`config.mk`:
```
export PLATFORM = sky130hd
export DESIGN_NAME = duel_game_engine
export DESIGN_NICKNAME = d
export VERILOG_FILES = /design/src/rtl/duel_pkg.sv /design/src/rtl/duel_game_engine_bullet_bank.sv /design/src/rtl/duel_game_engine.sv
export SDC_FILE = /design/constraint.sdc
export NUM_CORES = 1
export LEC_CHECK = 0
export ABC_AREA = 1
export BUFFER_PORTS_ARGS = -buffer_cell sky130_fd_sc_hd__clkbuf_2
export CORE_MARGIN = 3
export CORE_UTILIZATION = 35
export CTS_CLUSTER_DIAMETER = 120
export DETAILED_ROUTE_END_ITERATION = 16
export HOLD_SLACK_MARGIN = 0.1
export SETUP_SLACK_MARGIN = 0.1
export SLEW_MARGIN = 20
export SYNTH_ARGS = -nofsm -noshare
export SYNTH_HDL_FRONTEND = slang
export SYNTH_HIERARCHICAL = 1
export SYNTH_SLANG_ARGS = --single-unit
```
`constraint.sdc`:
```
create_clock -name clk -period 8.2 [get_ports clk]
set_input_delay 1.64 -clock clk [delete_from_list [all_inputs] [get_ports clk]]
set_output_delay 1.64 -clock clk [all_outputs]
set_load 0.1 [all_outputs]
```
`src/rtl/duel_pkg.sv`:
```
// Shared definitions for the duel game engine: game states, keypad codes
// and the rectangle overlap test used by the collision logic.
package duel_pkg;

  typedef enum logic [1:0] {
    GS_IDLE  = 2'd0,
    GS_PLAY  = 2'd1,
    GS_PAUSE = 2'd2,
    GS_OVER  = 2'd3
  } game_state_t;

  // Plain 2-bit encodings of the states for the state register.
  localparam logic [1:0] ST_IDLE  = GS_IDLE;
  localparam logic [1:0] ST_PLAY  = GS_PLAY;
  localparam logic [1:0] ST_PAUSE = GS_PAUSE;
  localparam logic [1:0] ST_OVER  = GS_OVER;

  localparam logic [3:0] KEY_P1_UP   = 4'h5;
  localparam logic [3:0] KEY_P1_DN   = 4'h0;
  localparam logic [3:0] KEY_P2_UP   = 4'h3;
  localparam logic [3:0] KEY_P2_DN   = 4'h9;
  localparam logic [3:0] KEY_P1_FIRE = 4'hA;
  localparam logic [3:0] KEY_P2_FIRE = 4'hB;
  localparam logic [3:0] KEY_START   = 4'hC;
  localparam logic [3:0] KEY_PAUSE   = 4'hD;

  // Strict AABB overlap: touching edges do not count as a hit.
  // Operands are widened to 16 bits so coordinate plus size never wraps.
  function automatic logic rect_overlap(
    input logic [15:0] ax, input logic [15:0] ay,
    input logic [15:0] aw, input logic [15:0] ah,
    input logic [15:0] bx, input logic [15:0] by,
    input logic [15:0] bw, input logic [15:0] bh
  );
    return (ax < (bx + bw)) && (bx < (ax + aw)) &&
           (ay < (by + bh)) && (by < (ay + ah));
  endfunction

endpackage

```
`src/rtl/duel_game_engine_bullet_bank.sv`:
```
// One player's bullet slots: lowest-free-slot spawn, per-tick motion,
// screen-edge removal and removal requested by the collision logic.
module bullet_bank
  import duel_pkg::*;
#(
  parameter int COORD_W     = 11,
  parameter int MAX_BULLETS = 2,
  parameter int SCREEN_W    = 640,
  parameter int BULLET_W    = 10,
  parameter int BULLET_STEP = 4,
  parameter int DIR         = 1
) (
  input  logic                           clk,
  input  logic                           rst,
  input  logic                           clear,
  input  logic                           tick_en,
  input  logic                           fire,
  input  logic [COORD_W-1:0]             spawn_x,
  input  logic [COORD_W-1:0]             spawn_y,
  input  logic [MAX_BULLETS-1:0]         kill,
  output logic [MAX_BULLETS*COORD_W-1:0] bx,
  output logic [MAX_BULLETS*COORD_W-1:0] by,
  output logic [MAX_BULLETS-1:0]         active
);

  localparam int CW1 = COORD_W + 1;

  logic [COORD_W-1:0]     x_r [MAX_BULLETS];
  logic [COORD_W-1:0]     y_r [MAX_BULLETS];
  logic [MAX_BULLETS-1:0] active_r;
  logic [MAX_BULLETS-1:0] grant_s;
  logic [MAX_BULLETS-1:0] edge_s;
  logic [COORD_W-1:0]     nxt_x_s [MAX_BULLETS];
  logic                   taken_s;

  // Pick the lowest-index slot that is free at the start of the cycle.
  always_comb begin
    grant_s = '0;
    taken_s = 1'b0;
    for (int i = 0; i < MAX_BULLETS; i++) begin
      if (!active_r[i] && !taken_s) begin
        grant_s[i] = 1'b1;
        taken_s    = 1'b1;
      end else begin
        grant_s[i] = 1'b0;
      end
    end
  end

  // Next x for each slot and whether the move would leave the screen.
  always_comb begin
    edge_s  = '0;
    nxt_x_s = x_r;
    for (int i = 0; i < MAX_BULLETS; i++) begin
      if (DIR > 0) begin
        edge_s[i]  = ({1'b0, x_r[i]} + CW1'(BULLET_W + BULLET_STEP)) > CW1'(SCREEN_W);
        nxt_x_s[i] = x_r[i] + COORD_W'(BULLET_STEP);
      end else begin
        edge_s[i]  = x_r[i] < COORD_W'(BULLET_STEP);
        nxt_x_s[i] = x_r[i] - COORD_W'(BULLET_STEP);
      end
    end
  end

  // Slot state: clear beats spawn, spawn beats the tick result of its slot.
  always_ff @(posedge clk or posedge rst) begin
    if (rst) begin
      active_r <= '0;
      for (int i = 0; i < MAX_BULLETS; i++) begin
        x_r[i] <= '0;
        y_r[i] <= '0;
      end
    end else begin
      for (int i = 0; i < MAX_BULLETS; i++) begin
        if (clear) begin
          active_r[i] <= 1'b0;
        end else if (fire && grant_s[i]) begin
          active_r[i] <= 1'b1;
          x_r[i]      <= spawn_x;
          y_r[i]      <= spawn_y;
        end else if (tick_en && active_r[i]) begin
          if (kill[i] || edge_s[i]) begin
            active_r[i] <= 1'b0;
          end else begin
            x_r[i] <= nxt_x_s[i];
          end
        end
      end
    end
  end

  for (genvar g = 0; g < MAX_BULLETS; g++) begin : g_out
    assign bx[g*COORD_W +: COORD_W] = x_r[g];
    assign by[g*COORD_W +: COORD_W] = y_r[g];
  end
  assign active = active_r;

endmodule

```
`src/rtl/duel_game_engine.sv`:
```
// Two-player duel engine: game FSM, paddle positions, collision matrix and
// scoring. Bullet slots live in two bullet_bank instances.
module duel_game_engine
  import duel_pkg::*;
#(
  parameter int COORD_W     = 11,
  parameter int MAX_BULLETS = 2,
  parameter int SCREEN_W    = 640,
  parameter int SCREEN_H    = 480,
  parameter int P1_X        = 25,
  parameter int P2_X        = 565,
  parameter int Y_INIT      = 80,
  parameter int PLAYER_W    = 50,
  parameter int PLAYER_H    = 100,
  parameter int BULLET_W    = 10,
  parameter int BULLET_H    = 30,
  parameter int TOP_MARGIN  = 10,
  parameter int PLAYER_STEP = 10,
  parameter int BULLET_STEP = 4,
  parameter int WIN_SCORE   = 5
) (
  input  logic                             clk,
  input  logic                             rst,
  input  logic                             tick,
  input  logic                             key_valid,
  input  logic [3:0]                       key_code,
  output logic [COORD_W-1:0]               p1_y,
  output logic [COORD_W-1:0]               p2_y,
  output logic [MAX_BULLETS*COORD_W-1:0]   b1_x,
  output logic [MAX_BULLETS*COORD_W-1:0]   b1_y,
  output logic [MAX_BULLETS-1:0]           b1_active,
  output logic [MAX_BULLETS*COORD_W-1:0]   b2_x,
  output logic [MAX_BULLETS*COORD_W-1:0]   b2_y,
  output logic [MAX_BULLETS-1:0]           b2_active,
  output logic [$clog2(WIN_SCORE+1)-1:0]   score1,
  output logic [$clog2(WIN_SCORE+1)-1:0]   score2,
  output logic [1:0]                       state,
  output logic [1:0]                       winner
);

  localparam int SCORE_W = $clog2(WIN_SCORE + 1);
  localparam int CW1     = COORD_W + 1;
  localparam logic [SCORE_W-1:0] WIN_S = SCORE_W'(WIN_SCORE);

  logic [COORD_W-1:0] p1_y_r, p2_y_r, p1_y_nxt_s, p2_y_nxt_s;
  logic [SCORE_W-1:0] score1_r, score2_r, s1_nxt_s, s2_nxt_s;
  logic [1:0]         state_r, winner_r;
  logic [MAX_BULLETS-1:0] bb_kill1_s, bb_kill2_s, hit_kill1_s, hit_kill2_s;
  logic               play_s, tick_en_s, start_s, pause_key_s, win_s, clear_s;
  logic               hit1_s, hit2_s, pair_s;

  // Clamped paddle move: step if it fits, otherwise snap to the limit.
  function automatic logic [COORD_W-1:0] move_y(input logic [COORD_W-1:0] y,
                                                input logic up, input logic dn);
    if (up) begin
      if ({1'b0, y} >= CW1'(TOP_MARGIN + PLAYER_STEP)) return y - COORD_W'(PLAYER_STEP);
      else return COORD_W'(TOP_MARGIN);
    end else if (dn) begin
      if (({1'b0, y} + CW1'(PLAYER_H + PLAYER_STEP)) <= CW1'(SCREEN_H)) return y + COORD_W'(PLAYER_STEP);
      else return COORD_W'(SCREEN_H - PLAYER_H);
    end else begin
      return y;
    end
  endfunction

  assign play_s      = (state_r == ST_PLAY);
  assign tick_en_s   = tick && play_s;
  assign start_s     = key_valid && (key_code == KEY_START) &&
                       ((state_r == ST_IDLE) || (state_r == ST_OVER));
  assign pause_key_s = key_valid && (key_code == KEY_PAUSE);
  assign clear_s     = start_s || win_s;

  // Paddle moves, collision matrix, hits and post-tick scores.
  always_comb begin
    p1_y_nxt_s  = move_y(p1_y_r, key_valid && (key_code == KEY_P1_UP), key_valid && (key_code == KEY_P1_DN));
    p2_y_nxt_s  = move_y(p2_y_r, key_valid && (key_code == KEY_P2_UP), key_valid && (key_code == KEY_P2_DN));
    bb_kill1_s  = '0;
    bb_kill2_s  = '0;
    hit_kill1_s = '0;
    hit_kill2_s = '0;
    pair_s      = 1'b0;
    for (int i = 0; i < MAX_BULLETS; i++) begin
      for (int j = 0; j < MAX_BULLETS; j++) begin
        pair_s = b1_active[i] && b2_active[j] &&
                 rect_overlap(16'(b1_x[i*COORD_W +: COORD_W]), 16'(b1_y[i*COORD_W +: COORD_W]),
                              16'(BULLET_W), 16'(BULLET_H),
                              16'(b2_x[j*COORD_W +: COORD_W]), 16'(b2_y[j*COORD_W +: COORD_W]),
                              16'(BULLET_W), 16'(BULLET_H));
        bb_kill1_s[i] = bb_kill1_s[i] | pair_s;
        bb_kill2_s[j] = bb_kill2_s[j] | pair_s;
      end
    end
    for (int i = 0; i < MAX_BULLETS; i++) begin
      hit_kill1_s[i] = b1_active[i] && !bb_kill1_s[i] &&
                       rect_overlap(16'(b1_x[i*COORD_W +: COORD_W]), 16'(b1_y[i*COORD_W +: COORD_W]),
                                    16'(BULLET_W), 16'(BULLET_H),
                                    16'(P2_X), 16'(p2_y_r), 16'(PLAYER_W), 16'(PLAYER_H));
      hit_kill2_s[i] = b2_active[i] && !bb_kill2_s[i] &&
                       rect_overlap(16'(b2_x[i*COORD_W +: COORD_W]), 16'(b2_y[i*COORD_W +: COORD_W]),
                                    16'(BULLET_W), 16'(BULLET_H),
                                    16'(P1_X), 16'(p1_y_r), 16'(PLAYER_W), 16'(PLAYER_H));
    end
    hit1_s = |hit_kill1_s;
    hit2_s = |hit_kill2_s;
    if (hit1_s && (score1_r != WIN_S)) s1_nxt_s = score1_r + SCORE_W'(1);
    else s1_nxt_s = score1_r;
    if (hit2_s && (score2_r != WIN_S)) s2_nxt_s = score2_r + SCORE_W'(1);
    else s2_nxt_s = score2_r;
    win_s = tick_en_s && ((s1_nxt_s == WIN_S) || (s2_nxt_s == WIN_S));
  end

  // Game FSM, paddles, scores and winner.
  always_ff @(posedge clk or posedge rst) begin
    if (rst) begin
      p1_y_r   <= COORD_W'(Y_INIT);
      p2_y_r   <= COORD_W'(Y_INIT);
      score1_r <= '0;
      score2_r <= '0;
      state_r  <= ST_IDLE;
      winner_r <= 2'd0;
    end else if (start_s) begin
      p1_y_r   <= COORD_W'(Y_INIT);
      p2_y_r   <= COORD_W'(Y_INIT);
      score1_r <= '0;
      score2_r <= '0;
      state_r  <= ST_PLAY;
      winner_r <= 2'd0;
    end else if (play_s) begin
      p1_y_r <= p1_y_nxt_s;
      p2_y_r <= p2_y_nxt_s;
      if (tick_en_s) begin
        score1_r <= s1_nxt_s;
        score2_r <= s2_nxt_s;
      end
      if (win_s) begin
        state_r <= ST_OVER;
        if ((s1_nxt_s == WIN_S) && (s2_nxt_s == WIN_S)) winner_r <= 2'd3;
        else if (s1_nxt_s == WIN_S) winner_r <= 2'd1;
        else winner_r <= 2'd2;
      end else if (pause_key_s) begin
        state_r <= ST_PAUSE;
      end
    end else if ((state_r == ST_PAUSE) && pause_key_s) begin
      state_r <= ST_PLAY;
    end
  end

  bullet_bank #(
    .COORD_W(COORD_W), .MAX_BULLETS(MAX_BULLETS), .SCREEN_W(SCREEN_W),
    .BULLET_W(BULLET_W), .BULLET_STEP(BULLET_STEP), .DIR(1)
  ) u_bank1 (
    .clk(clk), .rst(rst), .clear(clear_s), .tick_en(tick_en_s),
    .fire(play_s && key_valid && (key_code == KEY_P1_FIRE)),
    .spawn_x(COORD_W'(P1_X + PLAYER_W)), .spawn_y(p1_y_r + COORD_W'(PLAYER_H / 2)),
    .kill(bb_kill1_s | hit_kill1_s), .bx(b1_x), .by(b1_y), .active(b1_active)
  );

  bullet_bank #(
    .COORD_W(COORD_W), .MAX_BULLETS(MAX_BULLETS), .SCREEN_W(SCREEN_W),
    .BULLET_W(BULLET_W), .BULLET_STEP(BULLET_STEP), .DIR(-1)
  ) u_bank2 (
    .clk(clk), .rst(rst), .clear(clear_s), .tick_en(tick_en_s),
    .fire(play_s && key_valid && (key_code == KEY_P2_FIRE)),
    .spawn_x(COORD_W'(P2_X - BULLET_W)), .spawn_y(p2_y_r + COORD_W'(PLAYER_H / 2)),
    .kill(bb_kill2_s | hit_kill2_s), .bx(b2_x), .by(b2_y), .active(b2_active)
  );

  assign p1_y   = p1_y_r;
  assign p2_y   = p2_y_r;
  assign score1 = score1_r;
  assign score2 = score2_r;
  assign state  = state_r;
  assign winner = winner_r;

endmodule

```
==> impl_results.md, run 1 <==
* Post-CTS Resized at 0
* Status: completed
* Clk buf depth at 2
* Starting density of the core at 35.7%
* Yosys warning total at 6
* Final net count at 2,818
* Root Buffer: clkbuf_16
* Setup crit start kind: flop
* WP data arrival at 5.66 ns
* Total gr overflow at 0
* Crit-path slowest cell: nand2_2
* Layout cells sized above 1 at 11.4%
* Starting DRT DRC Count at 1,153
* FMAX at 188 MHz
* FF+latch area at 0.00306 mm^2
* Final wirelength at 56.3 mm
* DR vias/cell at 5.17
* Synth Area per Inst at 6.56 um^2
* Worst Max-Slew Pin Slew at 1.08 ns
* Initial antenna violation count at 0
* Synth Register Bits at 122
* Worst skew pair latency at 0.47 ns
* Syn Std Cell Area at 0.0159 mm^2
* Period utilization at 64.9%
* Post-CTS Setup Inserts at 0
* Crit path capture: u_bank2/bx[16]
* DP HPWL at 44.3 mm
* Slowest stage delay, CP at 0.71 ns
* Most frequent cells in the layout: 695 x nand2_1, 303 x inv_1, 236 x ha_1
* Hold Buf Count CTS at 0
* Clock skew at 0.0167 ns
* Clock-pin slew on the worst setup and hold paths at 0.06 ns
* Crit path kind: reg -> reg
* Post-synth EDFFs at 0
* CP Launch Point: u_bank1/bx[14]
* Leading cell type in the layout, fill and taps excluded: nand2_1
* CTS HTree Levels at 4
* Synth async-reset ratio at 100%
* CTS sink cnt at 122
* Die Y at 219 um
* Area grow syn2layout at 12.2%
* Hold Crit Class: reg -> reg
* Die area at 0.0481 mm^2
* R2r startpoint: u_bank1/bx[14]
* # diodes at 0
* Slew margin rel. at 27.6%
* GR Util All Layers at 23.5%
* Core area at 0.0446 mm^2
* Row cnt at 77
* Required time worst endpoint at 8.54 ns
* Multi-input gate area at 0.0115 mm^2
* Fin. max-slew vios at 0
* Number of global-route vias before repair at 15,700
* I/O pin total at 132
* CTS Buf Count at 17
* FILL cells at 4,759
* Setup-failing EPs final at 0
* Gpl congestion at 0.913
* Post-synthesis sequential area ratio at 19.2%
* Reg2reg path depth at 25
* Post-DRT Antenna Nets at 0
* Number of distinct library cells after synthesis at 66
* Largest net degree at the start of global routing at 47
* Drc violations at 0
* CTS tree: built
* Most common cell on crit path: nand2_1
* Final Hold Viols at 0
* Maximum fanout along the worst path at 33
* R2R Path End: u_bank2/bx[16]
* Setup crit end kind: flop
* Port bufs at 129
* First-pass DRT Iterations at 5
* Setup WS post-layout at 2.88 ns
* Pre-CTS setup slack at 2.88 ns
* R2R Setup Slk at 2.88 ns
* Die width at 219 um
* Routed len/inst at 17.7 um
* Global-route wire length before repair at 88.8 mm
* Setup tns final at 0 ns
* Synth Flop Type: dfrtp_1
* RSZ-0062 raised after global routing: no
* Post-Synthesis Cells at 2,427
* Final critical-path required period at 5.32 ns
* Total vias in the final route at 16,400
* Max Cap Violations at 0
==> Yosys cell counts (all sizes together), types with 9 or more instances <==
library cell | instances | share of area [%]
nand2 | 732 | 18
o211ai | 16 | 0.75
o22ai | 11 | 0.43
xor2 | 70 | 3.9
a21oi | 105 | 3.6
buf | 20 | 0.81
or2 | 10 | 0.39
inv | 333 | 7.9
ha | 236 | 19
nand4 | 42 | 1.9
o21ai | 192 | 6.2
dfrtp | 118 | 19
nor2 | 188 | 5.0
nand3b | 11 | 0.52
nand3 | 203 | 7.2
o21bai | 11 | 0.52
a31oi | 9 | 0.35
clkbuf | 21 | 0.56
nor3 | 25 | 0.89
xnor2 | 18 | 0.99
==> worst min path at each step <==
| stage | depth (start not counted) | to | start |
|---|---|---|---|
| 2_1_floorplan | 2 | p1_y[6] | p1_y[6] |
| 5_1_grt | 2 | winner[1] | winner[1] |
| 3_3_place_gp | 2 | state[1] | state[1] |
| 3_5_place_dp | 2 | winner[1] | winner[1] |
| 6_report | 2 | winner[1] | winner[1] |
| 4_1_cts | 2 | winner[1] | winner[1] |
==> final cells by class <==
cell class                      count  share of cell area [%]
Tap cell                          592                    4.15
Sequential cell                   122                    17.1
Clock buffer                       19                    2.43
Multi-Input combinational cell   1960                    64.4
Inverter                          340                    7.16
Timing Repair Buffer              133                    3.78
Clock inverter                     13                   0.960
==> sequential cells by signal (all words and copies together) (netlist names) <==
| signal | flops |
|---|---|
| p2_y | 10 |
| winner | 2 |
| u_bank2/bx | 22 |
| p1_y | 10 |
| u_bank1/by | 22 |
| u_bank2/active | 2 |
| u_bank1/bx | 22 |
| u_bank2/by | 22 |
| u_bank1/active | 2 |
| score2 | 3 |
| score1 | 3 |
| state | 2 |
==> worst max-delay path: cells and delay by family (launching register included) <==
family / cells / cell delay (ns)
buffers and inverters: 4 / 0.48
AO/OA/AOI/OAI: 1 / 0.06
XOR/XNOR: 1 / 0.21
flip-flops: 1 / 0.65
AND/OR/NAND/NOR: 18 / 3.49
adder cells (fa/ha/maj): 1 / 0.28
==> cells by family (layout without fill, tap and decap cells) <==
kind of cell	Yosys count	in the layout	share of synthesized area [%]
other	2	38	0.0472
flip-flops	122	122	19.2
XOR/XNOR	88	88	4.84
AO/OA/AOI/OAI	377	377	13.5
buffers and inverters	381	505	9.39
AND/OR/NAND/NOR	1221	1221	34.4
adder cells (fa/ha/maj)	236	236	18.6
==> per-layer routing <==
| layer | track usage, % | share of wire (%) |
|---|---|---|
| met4 | 9.40 | 4.1 |
| met3 | 4.18 | 5.8 |
| met1 | 30.7 | 45 |
| met2 | 38.5 | 45 |
| met5 | 0 | 0 |
==> per-stage QoR <==
stage                     util (%)  std cells  cell area, um^2  hold slack [ns]
after floorplan                  -       2463            16000            0.801
after global placement        38.7       3147            17200            0.568
after detailed placement      38.7       3147            17200            0.561
after CTS                     40.0       3179            17800            0.575
after global routing          40.0       3179            17900            0.606
final                         40.0       3179            17900            0.568
Power of run 1 is not shown: default switching activity piles up to over one toggle a cycle in this logic, so the estimate is an artifact.
==> run 2, diff against run 1 <==
ABC_AREA = 0   (was 1)
clock period = 4.7 ns   (was 8.2 ns; I/O delays follow)
==> run 2 against run 1 <==
The flow now finishes with violations (negative setup slack). Final cell count decreased by 7.4%. Critical path depth is 2 lower. First-iteration DRC count grew 33%.
==> impl_results.md, run 2 <==
* Status: finished with violations
* Failing checks: negative setup slack
* Core area at 0.0432 mm^2 (-3.2%)
* Non-filler cells, final at 2,945 (-7.4%)
* Routed len/inst at 21.2 um (+20%)
* Row cnt at 76 (-1.3%)
* Yosys top cell area share at 19.3% (+0.71 points)
* Crit path kind: reg -> reg
* DP HPWL at 48.4 mm (+9.4%)
* Post-Place Cells at 2,878 (-8.5%)
* WP data arrival at 5.60 ns (-0.06 ns)
* Syn Std Cell Area at 0.0153 mm^2 (-3.7%)
* Worst skew pair latency at 0.45 ns (-0.02 ns)
* Port bufs at 129 (unchanged)
* Maximum fanout along the worst path at 8 (-76%)
* Die area at 0.0463 mm^2 (-3.6%)
* Top cell type by total area after synthesis: dfrtp_1
* Die Y at 215 um (-1.8%)
* Synth async-reset ratio at 100% (unchanged)
* # diodes at 0 (unchanged)
* Synth Area per Inst at 8.19 um^2 (+25%)
* Final wirelength at 62.3 mm (+11%)
* Setup crit start kind: flop
* Initial antenna violation count at 0 (unchanged)
* Layout cells sized above 1 at 29.9% (+19 points)
* Leakage Power at 0.00985 uW
* Area post-placement at 0.0192 mm^2 (+11%)
* Root Buffer: clkbuf_16
* Clk buf depth at 2 (unchanged)
* Total gr overflow at 0 (unchanged)
* Final critical-path required period at 5.24 ns (-0.0766 ns)
* Setup-failing EPs final at 88 (+88)
* Post-Synthesis Cells at 1,872 (-23%)
* CTS sink cnt at 122 (unchanged)
* Drc violations at 0 (unchanged)
* Worst Max-Slew Pin Slew at 0.957 ns (-0.125 ns)
* Synth Register Bits at 122 (unchanged)
* CTS HTree Levels at 4 (unchanged)
* Clock-pin slew on the worst setup and hold paths at 0.06 ns (about the same)
* Starting DRT DRC Count at 1,539 (+33%)
* Post-DRT Antenna Nets at 0 (unchanged)
* R2R Setup Slk at -0.54 ns (-3.42 ns)
* Largest net degree at the start of global routing at 47 (unchanged)
* Yosys warning total at 6 (unchanged)
* Fin. max-slew vios at 0 (unchanged)
* Clock skew at 0.0108 ns (-0.00587 ns)
* PwrDens at 304 mW/mm^2
* RSZ-0062 raised after global routing: yes
* Final net count at 2,591 (-8.1%)
* Die width at 215 um (-1.8%)
* First-pass DRT Iterations at 5 (unchanged)
* Synth cell count leaders: 236 x ha_1, 201 x nand2_1, 131 x a21oi_1, 118 x dfrtp_1, 115 x o21ai_0
* Worst IR drop on VDD at 0.385 mV
* DR vias/cell at 5.70 (+10%)
* Required time worst endpoint at 5.06 ns (-3.48 ns)
* Leading cell type in the layout, fill and taps excluded: buf_4
* Period utilization at 112% (+47 points)
* CTS Buf Count at 17 (unchanged)
* Synth Flop Type: dfrtp_1
* Synth area leaders: dfrtp_1 19%, ha_1 19%, nand2_1 4.9%, a21oi_1 4.3%, o21ai_0 3.8%
* Most frequent cells in the layout: 319 x buf_4, 234 x ha_1, 175 x nand2_1
* FMAX at 191 MHz (+1.5%)
* GR Util All Layers at 26.1% (+2.6 points)
* Gpl congestion at 0.985 (+7.9%)
* Final Hold Viols at 0 (unchanged)
* Setup WS post-layout at -0.544 ns (-3.42 ns)
* Number of global-route vias before repair at 16,500 (+5.1%)
* Design area at 0.0207 mm^2 (+16%)
* Hold Crit Class: reg -> reg
* Max Cap Violations at 0 (unchanged)
* Cell with the most instances after synthesis: ha_1
* Area grow syn2layout at 35.0%
* Hold Buf Count CTS at 0 (unchanged)
* Starting density of the core at 35.5% (-0.17 points)
* Number of distinct library cells after synthesis at 106 (+61%)
* Post-synthesis sequential area ratio at 20.0% (+0.73 points)
* Global-route wire length before repair at 95.5 mm (+7.6%)
* Slew margin rel. at 36.1% (+8.5 points)
* Total vias in the final route at 16,800 (+2.3%)
* I/O pin total at 132 (unchanged)
* Post-synth EDFFs at 0 (unchanged)
* CTS tree: built
* Setup crit end kind: flop
run 2: cell count changes in the layout (fill, tap and decap cells not counted), sizes merged, moves of 42 or more:
cell	previous run	this run
o21ai	192	120
nand2	732	202
inv	334	64
nand3	203	59
buf	4	346
nor2	188	115
nand2b	0	43
xnor2	18	60
run 2: worst max-delay path: stages (launching register included):
cell and delay, ns:
dfrtp_4 0.51, inv_4 0.07, ha_4 0.12, nor3b_4 0.25
nor2_2 0.09, nand3_2 0.08, xor2_2 0.18, ha_1 0.25
and2_4 0.14, and3_4 0.14, or4_1 0.46, or3_1 0.36
a311o_1 0.30, or2_4 0.27, a32oi_4 0.28, mux2i_2 0.28
nand3_2 0.12, buf_6 0.16, nor2b_4 0.18, buf_6 0.15
nand2_8 0.06, o31ai_4 0.31, nor2_4 0.13, a221oi_2 0.25
run 2: final cells by class:
type | count | area, um^2
Fill cell | 4244 | 22500
Multi-Input combinational cell | 1667 | 12500
Timing Repair Buffer | 476 | 3470
Sequential cell | 122 | 3150
Tap cell | 585 | 732
Clock buffer | 19 | 443
Inverter | 63 | 248
Clock inverter | 13 | 146
run 2: power breakdown:
part | internal [uW] | switching, uW
Clock | 797 | 559
Sequential | 1180 | 127
Combinational | 1220 | 2410
run 2: through the flow:
stage | total power, uW | hold slack (ns) | setup TNS, ns | setup WS [ns] | utilization [%]
floorplan | 3780 | 0.795 | -31.49 | -0.647 | -
global placement | 4790 | 0.533 | -28.22 | -0.521 | 44.5
detailed placement | 4840 | 0.532 | -40.74 | -0.668 | 44.5
CTS | 6240 | 0.550 | -31.59 | -0.485 | 46.8
global route | 6700 | 0.575 | -52.80 | -0.750 | 47.9
finish | 6290 | 0.557 | -37.64 | -0.544 | 47.9
run 2: path summary, 6_finish.rpt:
kind,end,start,cells after the start
setup / recovery,u_bank1/bx[13],u_bank2/by[2],23
hold / removal,u_bank2/by[16],u_bank2/by[16],1
setup reg to reg,u_bank1/bx[13],u_bank2/by[2],23
hold reg to reg,u_bank2/by[16],u_bank2/by[16],1
max in group asynchronous,u_bank1/bx[1],rst,2
min in group asynchronous,p2_y[2],rst,3
run 2: repair_timing:
item	in CTS	in global routing
pin swaps	25	38
cloned	3	3
buffers inserted	19	11
setup endpoints to repair	89	92
resized for setup	47	86
run 2: routing by layer:
layer / global-route usage [%] / up-vias / share of wire (%)
met3: 4.14 / 130 / 5.7
met5: 0 / - / 0
met4: 11.1 / 0 / 4.3
met1: 33.6 / 8140 / 44
met2: 43.5 / 608 / 46
li1: - / 7919 / -
run 2: cells by family after synthesis:
| group | Yosys count | share of synthesized area, % |
|---|---|---|
| simple gates | 662 | 22.7 |
| buf+inv | 135 | 3.53 |
| compound gates | 550 | 24.3 |
| xor+xnor | 118 | 6.74 |
| flops | 122 | 20.0 |
| fa+ha+maj | 244 | 19.8 |
| mux | 39 | 2.91 |
| other cells | 2 | 0.0490 |
(Power assumes the default switching activity.)
==> run 3, diff against run 2 <==
SETUP_SLACK_MARGIN = default   (was 0.1)
==> run 3 against run 2 <==
The run still ends with negative setup slack left. Fmax rose by 1.2%. Utilization fell by 0.28 points. Sequential power barely moved. Global-route usage fell by 0.11 points. Critical path depth fell by 3. Design area fell by 0.59%. Non-clock buffer count rose by 3. Clock-buffer cell count did not move. Total power rose by 0.75%. Die area did not move. Clock skew barely moved. Sequential share of layout area rose by 0.090 points.
==> impl_results.md, run 3 (synthesis gave the netlist of run 2 again) <==
* Leakage Power at 0.00983 uW (-0.19%)
* Starting density of the core at 35.5% (unchanged)
* Required time worst endpoint at 5.02 ns (-0.04 ns)
* Buf/Inv on CP at 2 (-1)
* Switching Share at 48.8% (-0.36 points)
* Critical Path, Cell by Cell: nor4_4, nor3_2, xnor2_1, ha_1, and2_4, and3_4, or4_1, or3_1, a311o_1, or2_1, a32oi_2, mux2i_2, nand3_2, buf_6, nor2b_4, nand2_4, nor4bb_4, buf_6, or2_4, a22oi_2
* Tot Pwr at 6340 uW (+0.75%)
* Hold Crit Class: in -> async
* Final wirelength at 61.4 mm (-1.4%)
* Final net count at 2,593 (+0.077%)
* Max Cap Violations at 0 (unchanged)
* Setup-failing EPs final at 87 (-1.1%)
* Crit-path slowest cell: dfrtp_4
* Maximum fanout along the worst path at 5 (-3)
* Die area at 0.0463 mm^2 (unchanged)
* R2R Setup Slk at -0.48 ns (+0.06 ns)
* Layout cells sized above 1 at 29.2% (-0.70 points)
* Hold Buf Count CTS at 0 (unchanged)
* CTS HTree Levels at 4 (unchanged)
* Leading cell type in the layout, fill and taps excluded: buf_4
* Period utilization at 110% (-1.3 points)
* Routed len/inst at 20.8 um (-1.5%)
* Clk buf depth at 2 (unchanged)
* Worst skew pair latency at 0.46 ns (about the same)
* Setup crit start kind: flop
* Setup crit end kind: flop
* Total vias in the final route at 16,600 (-1.3%)
* Most frequent cells in the layout: 326 x buf_4, 234 x ha_1, 192 x nand2_1
* CTS Buf Count at 17 (unchanged)
* RSZ-0062 raised after global routing: yes
* Critical Path Stages at 20 (-13%)
* First-pass DRT Iterations at 6 (+1)
* DP HPWL at 48.3 mm (-0.28%)
* Global-route wire length before repair at 94.8 mm (-0.81%)
* Port bufs at 129 (unchanged)
* Most common cell on crit path: buf_6
* Row cnt at 76 (unchanged)
* Total gr overflow at 0 (unchanged)
* Post-DRT Antenna Nets at 0 (unchanged)
* Clock-pin slew on the worst setup and hold paths at 0.06 ns (about the same)
* GR Util All Layers at 26.0% (-0.11 points)
* Worst Max-Slew Pin Slew at 0.895 ns (-0.0622 ns)
* CP Launch Point: u_bank2/by[1]
* R2R Path End: u_bank1/bx[6]
* Final hold slack at 0.380 ns (-0.177 ns)
* Area grow syn2layout at 34.2%
* DR vias/cell at 5.62 (-1.4%)
* CP delay by family, top: simple AND/OR/NAND/NOR gates
* Clk pwr share at 22.3% (+0.7 points)
* Number of global-route vias before repair at 16,300 (-1.2%)
* Fin. max-slew vios at 0 (unchanged)
* Flop pwr share at 20.8% (about the same)
* Final critical-path required period at 5.18 ns (-0.0604 ns)
* R2r startpoint: u_bank2/by[1]
* Final Hold Viols at 0 (unchanged)
* Crit path kind: reg -> reg
* Utilization after layout at 47.6% (-0.28 points)
* Crit path capture: u_bank1/bx[6]
* Internal Pwr Total at 3240 uW (+1.5%)
* Comb power frac at 57.0% (-0.7 points)
* Net Switching at 3090 uW (about the same)
* PwrDens at 308 mW/mm^2 (+1.3%)
* WP data arrival at 5.50 ns (-0.10 ns)
* Core area at 0.0432 mm^2 (unchanged)
* Slowest stage delay, CP at 0.51 ns (about the same)
* Reg2reg path depth at 20 (-13%)
* Gpl congestion at 0.962 (-2.4%)
* Failing checks: negative setup slack
* Die width at 215 um (unchanged)
* Status: finished with violations
* Drc violations at 0 (unchanged)
* # diodes at 0 (unchanged)
* I/O pin total at 132 (unchanged)
* FMAX at 193 MHz (+1.2%)
* Largest net degree at the start of global routing at 43 (-8.5%)
* Worst IR drop on VDD at 0.350 mV (-9.0%)
* Die Y at 215 um (unchanged)
* Initial antenna violation count at 2 (+2)
* CTS sink cnt at 122 (unchanged)
* CTS tree: built
* Setup WS post-layout at -0.483 ns (+0.0604 ns)
* Clock skew at 0.0105 ns (-0.000344 ns)
* Root Buffer: clkbuf_16
* Starting DRT DRC Count at 1,438 (-6.6%)
* Slew margin rel. at 40.2% (+4.2 points)
-- run 3: cell types whose count changed in the layout (fill, tap and decap cells not counted), sizes merged --
cell,delta
nand2,-1
bufinv,+1
inv,+1
buf,+4
clkinvlp,-1
clkinv,-1
clkbuf,-1
-- run 3: worst register-to-register path: stages (launching register included) --
cell	delay, ns
dfrtp_4	0.51
nor4_4	0.37
nor3_2	0.07
xnor2_1	0.23
ha_1	0.29
and2_4	0.17
and3_4	0.14
or4_1	0.50
or3_1	0.31
a311o_1	0.29
or2_1	0.26
a32oi_2	0.29
mux2i_2	0.30
nand3_2	0.12
buf_6	0.15
nor2b_4	0.18
nand2_4	0.10
nor4bb_4	0.37
buf_6	0.19
or2_4	0.14
a22oi_2	0.06
-- run 3: worst min path at each step --
| stage | to | cells after the start |
|---|---|---|
| 3_5_place_dp | u_bank2/by[16] | 1 |
| 5_1_grt | u_bank2/by[1] | 2 |
| 4_1_cts | u_bank2/by[2] | 2 |
| 2_1_floorplan | u_bank2/by[2] | 2 |
| 6_report | u_bank2/by[1] | 2 |
| 3_3_place_gp | u_bank2/by[16] | 1 |
-- run 3: layout make-up --
type | count | area, um^2
flip-flops and latches | 122 | 3150
multi-input cells | 1666 | 12400
clock inverters | 13 | 169
well taps | 585 | 732
clock buffers | 19 | 443
inverters | 63 | 246
fillers | 4302 | 22600
repair buffers | 479 | 3450
-- run 3: stage by stage --
stage | std cells | worst slack [ns] | setup TNS, ns | area [um^2]
floorplan | 1923 | -0.647 | -31.49 | 15900
CTS | 2944 | -0.445 | -26.51 | 20300
global placement | 2884 | -0.472 | -26.09 | 19200
finish | 2947 | -0.483 | -28.36 | 20600
detailed placement | 2884 | -0.616 | -34.65 | 19200
global route | 2947 | -0.688 | -45.66 | 20600
-- run 3: metal layers --
layer  vias to the layer above  part of all wire [%]  GRT usage (%)
met5                         -                 0.037              0
met4                         4                   4.0           10.9
met3                       131                   6.4           5.08
met2                       607                    47           42.9
met1                      7921                    43           33.2
li1                       7908                     -              -
-- run 3: power by group through the flow --
stage	Combinational, uW	Clock [uW]	Sequential (uW)
5_1_grt	3920	1480	1330
3_3_place_gp	3450	0	1330
6_report	3610	1410	1320
2_1_floorplan	1700	0	2080
3_5_place_dp	3510	0	1330
4_1_cts	3550	1440	1310
-- run 3: what timing repair did --
item                                    in CTS  in global routing
resized for setup                           52                 47
endpoints found under the setup margin      88                 92
endpoints found under the hold margin        0                  0
gates cloned                                 4                  0
setup buffers                               24                  7
pin swaps                                   26                 24
